File: config.mk
export PLATFORM = sky130hd
export DESIGN_NAME = alu_share_arbiter
export DESIGN_NICKNAME = d
export VERILOG_FILES = /design/src/rtl/alu_share_arbiter.sv
export SDC_FILE = /design/constraint.sdc
export NUM_CORES = 1
export LEC_CHECK = 0
export ABC_AREA = 1
export ABC_CLOCK_PERIOD_IN_PS = 4450
export CORE_ASPECT_RATIO = 1.4
export CORE_UTILIZATION = 54
export DETAILED_ROUTE_END_ITERATION = 10
export PLACE_DENSITY = 0.91
export SLEW_MARGIN = 20
export SYNTH_ARGS = -nofsm -noshare
export SYNTH_HDL_FRONTEND = slang
export SYNTH_SLANG_ARGS = --single-unit
File: constraint.sdc
create_clock -name clk -period 4.45 [get_ports clk]
set_clock_uncertainty 0.05 [all_clocks]
set_input_delay 0.6675 -clock clk [delete_from_list [all_inputs] [get_ports clk]]
set_output_delay 0.6675 -clock clk [all_outputs]
set_load 0.005 [all_outputs]
File: src/rtl/alu_share_arbiter.sv
// Round-robin arbiter sharing one ALU between two valid/ready requesters,
// with a one-entry registered response buffer tagged by requester ID.
module alu_share_arbiter #(
    parameter int WIDTH = 32
) (
    input  logic             clk,
    input  logic             rst,
    input  logic             req0_valid,
    input  logic [WIDTH-1:0] req0_a,
    input  logic [WIDTH-1:0] req0_b,
    input  logic [2:0]       req0_op,
    output logic             req0_ready,
    input  logic             req1_valid,
    input  logic [WIDTH-1:0] req1_a,
    input  logic [WIDTH-1:0] req1_b,
    input  logic [2:0]       req1_op,
    output logic             req1_ready,
    output logic             resp_valid,
    input  logic             resp_ready,
    output logic             resp_id,
    output logic [WIDTH-1:0] resp_result,
    output logic             resp_zero,
    output logic             resp_err
);

    localparam logic [2:0] OP_ADD = 3'b000;
    localparam logic [2:0] OP_SUB = 3'b001;
    localparam logic [2:0] OP_AND = 3'b010;
    localparam logic [2:0] OP_OR  = 3'b011;
    localparam logic [2:0] OP_SLT = 3'b101;

    logic             prio_reg, prio_next;
    logic             resp_valid_reg, resp_valid_next;
    logic             resp_id_reg, resp_id_next;
    logic [WIDTH-1:0] resp_result_reg, resp_result_next;
    logic             resp_zero_reg, resp_zero_next;
    logic             resp_err_reg, resp_err_next;

    logic [1:0]       valid_vec, grant, ready_vec;
    logic             slot_free, accept, sel;
    logic [WIDTH-1:0] alu_a, alu_b, alu_result;
    logic [2:0]       alu_op;
    logic             alu_illegal;

    assign valid_vec = {req1_valid, req0_valid};
    assign slot_free = !resp_valid_reg || resp_ready;

    always_comb begin
        grant = 2'b00;
        if (&valid_vec) begin
            grant[prio_reg] = 1'b1;
        end else begin
            grant = valid_vec;
        end
    end

    for (genvar gi = 0; gi < 2; gi++) begin : g_ready
        assign ready_vec[gi] = grant[gi] && slot_free;
    end

    assign req0_ready = ready_vec[0];
    assign req1_ready = ready_vec[1];
    assign accept     = |ready_vec;

    // Idle cycles fall through to requester 0 so the mux never needs a third leg.
    assign sel    = grant[1];
    assign alu_a  = sel ? req1_a  : req0_a;
    assign alu_b  = sel ? req1_b  : req0_b;
    assign alu_op = sel ? req1_op : req0_op;

    always_comb begin
        alu_result  = '0;
        alu_illegal = 1'b0;
        case (alu_op)
            OP_ADD:  alu_result = alu_a + alu_b;
            OP_SUB:  alu_result = alu_a - alu_b;
            OP_AND:  alu_result = alu_a & alu_b;
            OP_OR:   alu_result = alu_a | alu_b;
            OP_SLT:  alu_result = {{(WIDTH-1){1'b0}}, ($signed(alu_a) < $signed(alu_b))};
            default: alu_illegal = 1'b1;
        endcase
    end

    // Illegal ops leave alu_result at zero, so the zero flag reads 1 for them too.
    always_comb begin
        prio_next        = prio_reg;
        resp_valid_next  = resp_valid_reg;
        resp_id_next     = resp_id_reg;
        resp_result_next = resp_result_reg;
        resp_zero_next   = resp_zero_reg;
        resp_err_next    = resp_err_reg;
        if (accept) begin
            resp_valid_next  = 1'b1;
            resp_id_next     = sel;
            resp_result_next = alu_result;
            resp_zero_next   = (alu_result == '0);
            resp_err_next    = alu_illegal;
            prio_next        = ~sel;
        end else if (resp_ready) begin
            resp_valid_next  = 1'b0;
        end
    end

    always_ff @(posedge clk) begin
        if (rst) begin
            prio_reg        <= 1'b0;
            resp_valid_reg  <= 1'b0;
            resp_id_reg     <= 1'b0;
            resp_result_reg <= '0;
            resp_zero_reg   <= 1'b0;
            resp_err_reg    <= 1'b0;
        end else begin
            prio_reg        <= prio_next;
            resp_valid_reg  <= resp_valid_next;
            resp_id_reg     <= resp_id_next;
            resp_result_reg <= resp_result_next;
            resp_zero_reg   <= resp_zero_next;
            resp_err_reg    <= resp_err_next;
        end
    end

    assign resp_valid  = resp_valid_reg;
    assign resp_id     = resp_id_reg;
    assign resp_result = resp_result_reg;
    assign resp_zero   = resp_zero_reg;
    assign resp_err    = resp_err_reg;

endmodule
==> impl_metrics.py <==
metrics = {
    "status": {
        "run_status": "finished, violations left",
        "violations": "DRC",
    },
    "synth": {
        "yosys-top-cells-area": "sky130_fd_sc_hd__nand2_1, sky130_fd_sc_hd__ha_1, sky130_fd_sc_hd__inv_1, sky130_fd_sc_hd__dfxtp_1, sky130_fd_sc_hd__nand3_1",
        "synth_top_cell_by_area": "sky130_fd_sc_hd__nand2_1",
        "synthesis.nets": 1892,
        "synth-edff-count": 0,
        "ys.warnings.count": 0,
        "postSynth.topFlopCell": "sky130_fd_sc_hd__dfxtp_1",
        "synth.ff_latch_count": 37,
        "count_of_unique_library_cells_instantiated_by_yosys": 37,
        "area_share_of_the_leading_cell_type_in_the_synthesized_netlist_pct": 20.5,
        "async_flop_share_pct": 0,
        "netlist_instances": 1647,
        "netlist_area_mm2": 0.00859,
        "ys_seq_area_share_pct": 8.62,
        "syn_avg_cell_area_um2": 5.22,
    },
    "routing": {
        "drtPass1Iterations": 10,
        "post_route_drc": 1,
        "ant_nets": 0,
        "vias": 11200,
        "first_iter_violations": 1219,
        "vias_per_cell": 5.60,
        "route.detailed.wl_per_inst_um": 16.0,
        "drt_wl_total_um": 32000,
    },
    "power_and_ir_drop": {
        "total_leakage_power_nw": 6.12,
        "power.density_mw_per_mm2": 245,
        "total_power_mw": 2.65,
        "worst_ir_drop_vdd_mv": 0.229,
    },
    "clocking": {
        "cts-htree-levels": 2,
        "clock-sinks": 37,
        "number_of_buffers_added_by_the_clock_tree_synthesis_step": 5,
        "clk_latency_ps": 280,
        "clock_tree_buffer_depth": 2,
        "clockRootBuffer": "sky130_fd_sc_hd__clkbuf_16",
        "clkTransAtPathRegs_ps": 60,
        "cts_tree": "yes",
    },
    "sta": {
        "report.final.hold_viol_count": 0,
        "maxSlewHeadroom_pct": 39.8,
        "timing_max_transition_violations_final": 0,
        "final_critical_path_setup_slack_ps": 140,
        "finalSetupTns_ps": 0,
        "setup_viol": 0,
        "timing.final.crit_share_pct": 96.9,
        "max_freq_ghz": 0.232,
        "final.min_clock_period_ps": 4310,
        "finalHoldWorstSlack_ps": 434,
        "worst_slew_pin_slew_ps": 902,
    },
    "floorplanning": {
        "die_h_um": 151,
        "fp.dieW_um": 109,
        "io_pins": 177,
        "starting_density_pct": 55.3,
        "floorplan.core_area_mm2": 0.0155,
        "floorplan.die_area_mm2": 0.0164,
        "fp-row-count": 54,
    },
    "placement": {
        "hpwlAfterDp_um": 25100,
        "buffer_ports.inserted": 176,
        "placedInstanceArea_mm2": 0.0105,
        "finalWeightedCongestion": 1.12,
        "place_ws_ps": -150,
        "dpl.cell_count": 1982,
    },
    "worst_hold_path": {
        "hold_path.class": "reg2reg",
        "holdPathStages": 2,
        "hold_path.startpoint": "resp_id",
        "hold_path_end": "resp_id",
    },
    "grt": {
        "grt_remaining_overflow": 0,
        "grt_first_pass_wirelength_um": 50300,
        "globalRouteTotalUtil_pct": 39.8,
        "grt_max_degree": 50,
        "first_global_vias": 10700,
        "antenna_found_initial": 0,
    },
    "final_layout": {
        "layout.core_utilization_pct": 69.8,
        "finish.net_count": 2045,
        "layout-drive-gt1-share_pct": 5.44,
        "largest_register_ffs": 32,
        "post_layout_inst_area_mm2": 0.0108,
        "final.fill_count": 1395,
        "final_cells": 1996,
        "antenna_cells_inserted": 0,
        "areaGrowthSynthToFinish_pct": 26.2,
    },
    "job": {
        "timing.max_cap.violations": 0,
    },
    "worst_setup_path": {
        "reg2reg_from": "prio_reg",
        "crit_path_max_fanout": 44,
        "startpoint_type": "input pin",
        "critPathCaptureType": "flip-flop",
        "r2r_cells": 22,
        "regToRegEndpoint": "resp_zero",
        "critical_path_class": "in2reg",
        "cp.required_ps": 4610,
        "worstPathArrival_ps": 4470,
        "r2r_setup_slack_ps": 630,
    },
}
[layout by cell type (no fill, tap or decap), types with 7 or more instances in the layout]
master | synthesis | layout
sky130_fd_sc_hd__a21oi_1 | 89 | 81
sky130_fd_sc_hd__buf_4 | 3 | 24
sky130_fd_sc_hd__clkdlybuf4s50_1 | 0 | 176
sky130_fd_sc_hd__dfxtp_1 | 37 | 37
sky130_fd_sc_hd__ha_1 | 104 | 90
sky130_fd_sc_hd__ha_2 | 0 | 14
sky130_fd_sc_hd__inv_1 | 331 | 330
sky130_fd_sc_hd__inv_2 | 7 | 7
sky130_fd_sc_hd__nand2_1 | 470 | 468
sky130_fd_sc_hd__nand2_2 | 6 | 8
sky130_fd_sc_hd__nand3_1 | 144 | 141
sky130_fd_sc_hd__nand4_1 | 19 | 19
sky130_fd_sc_hd__nor2_1 | 186 | 181
sky130_fd_sc_hd__nor2_2 | 4 | 8
sky130_fd_sc_hd__nor3_1 | 18 | 17
sky130_fd_sc_hd__o211ai_1 | 9 | 9
sky130_fd_sc_hd__o21ai_0 | 109 | 94
sky130_fd_sc_hd__o21ai_1 | 4 | 17
sky130_fd_sc_hd__o21bai_1 | 26 | 26
[cell families after synthesis]
kind of cell / share of synthesized area (%)
and+or+nand+nor: 41.8
xor gates and xnor gates: 0.408
DFF: 8.62
AOI/OAI and AO/OA: 15.4
adders and majority gates: 15.6
buffers and inverters: 18.1
[worst max-delay path, stage by stage]
cell	delay, ps
sky130_fd_sc_hd__clkdlybuf4s50_1	520
sky130_fd_sc_hd__nand2_4	100
sky130_fd_sc_hd__nand2_4	140
sky130_fd_sc_hd__buf_12	210
sky130_fd_sc_hd__buf_4	180
sky130_fd_sc_hd__nand2_1	50
sky130_fd_sc_hd__o21ai_1	180
sky130_fd_sc_hd__ha_2	400
sky130_fd_sc_hd__buf_4	160
sky130_fd_sc_hd__inv_1	90
sky130_fd_sc_hd__nand2_1	80
sky130_fd_sc_hd__inv_1	70
sky130_fd_sc_hd__nand2_1	140
sky130_fd_sc_hd__nor2_1	120
sky130_fd_sc_hd__nand2_1	90
sky130_fd_sc_hd__nand2_1	150
sky130_fd_sc_hd__nand2_1	90
sky130_fd_sc_hd__nand2_1	80
sky130_fd_sc_hd__nand2_1	50
sky130_fd_sc_hd__nand3_1	70
sky130_fd_sc_hd__nand3_1	110
sky130_fd_sc_hd__nor2_1	200
sky130_fd_sc_hd__nand2_1	120
sky130_fd_sc_hd__nor2_1	130
sky130_fd_sc_hd__nand3_1	110
sky130_fd_sc_hd__a21oi_1	130
[cell usage after synthesis (2+ instances only)]
library cell and n:
sky130_fd_sc_hd__a21oi_1 89, sky130_fd_sc_hd__a31oi_1 3, sky130_fd_sc_hd__and2_1 2, sky130_fd_sc_hd__buf_1 3, sky130_fd_sc_hd__buf_2 26, sky130_fd_sc_hd__buf_4 3, sky130_fd_sc_hd__buf_6 4, sky130_fd_sc_hd__clkbuf_1 20
sky130_fd_sc_hd__dfxtp_1 37, sky130_fd_sc_hd__fa_1 2, sky130_fd_sc_hd__ha_1 104, sky130_fd_sc_hd__inv_1 331, sky130_fd_sc_hd__inv_2 7, sky130_fd_sc_hd__nand2_1 470, sky130_fd_sc_hd__nand2_2 6, sky130_fd_sc_hd__nand2_4 5
sky130_fd_sc_hd__nand3_1 144, sky130_fd_sc_hd__nand3b_1 2, sky130_fd_sc_hd__nand4_1 19, sky130_fd_sc_hd__nor2_1 186, sky130_fd_sc_hd__nor2_2 4, sky130_fd_sc_hd__nor3_1 18, sky130_fd_sc_hd__o211ai_1 9, sky130_fd_sc_hd__o21ai_0 109
sky130_fd_sc_hd__o21ai_1 4, sky130_fd_sc_hd__o21bai_1 26, sky130_fd_sc_hd__or2_2 2, sky130_fd_sc_hd__xor2_1 3
[per-layer routing]
layer / up-vias / track usage (%) / wire length [µm]
met5: - / 0 / 0
met4: 0 / 35.7 / 3310
met3: 240 / 11.6 / 3120
met2: 693 / 68.8 / 15300
met1: 4866 / 37.8 / 10300
li1: 5388 / - / -
[where the power goes]
part	switching [mW]	internal [mW]
combinational	1.20	0.675
sequential	0.0231	0.371
clock	0.128	0.260
total	1.35	1.31
[final cells by class]
class / count / area, µm² / share of cell area [%]
flip-flops and latches: 37 / 741 / 6.83
inverters: 338 / 1270 / 11.7
well taps: 196 / 245 / 2.26
clock buffers: 5 / 125 / 1.15
repair buffers: 203 / 1990 / 18.4
multi-input cells: 1215 / 6430 / 59.3
clock inverters: 2 / 35.0 / 0.323
[how the worst max path moves through the flow]
stage	from	endpoint	slack, ps	cells after the start
after floorplan	req1_valid	resp_zero	360	25
after global placement	req0_valid	resp_zero	30	21
after detailed placement	req0_valid	resp_zero	-150	22
after CTS	req0_valid	resp_zero	130	22
after global routing	req0_valid	resp_zero	-6	21
final	req0_valid	resp_zero	140	26
[timing repair]
item                                    in CTS  in global routing
buffers inserted                             0                  7
hold buffers                                 0                  0
endpoints found under the setup margin       0                  9
gates resized for setup                      0                 56
No activity file was read; power rests on OpenSTA's default activity.
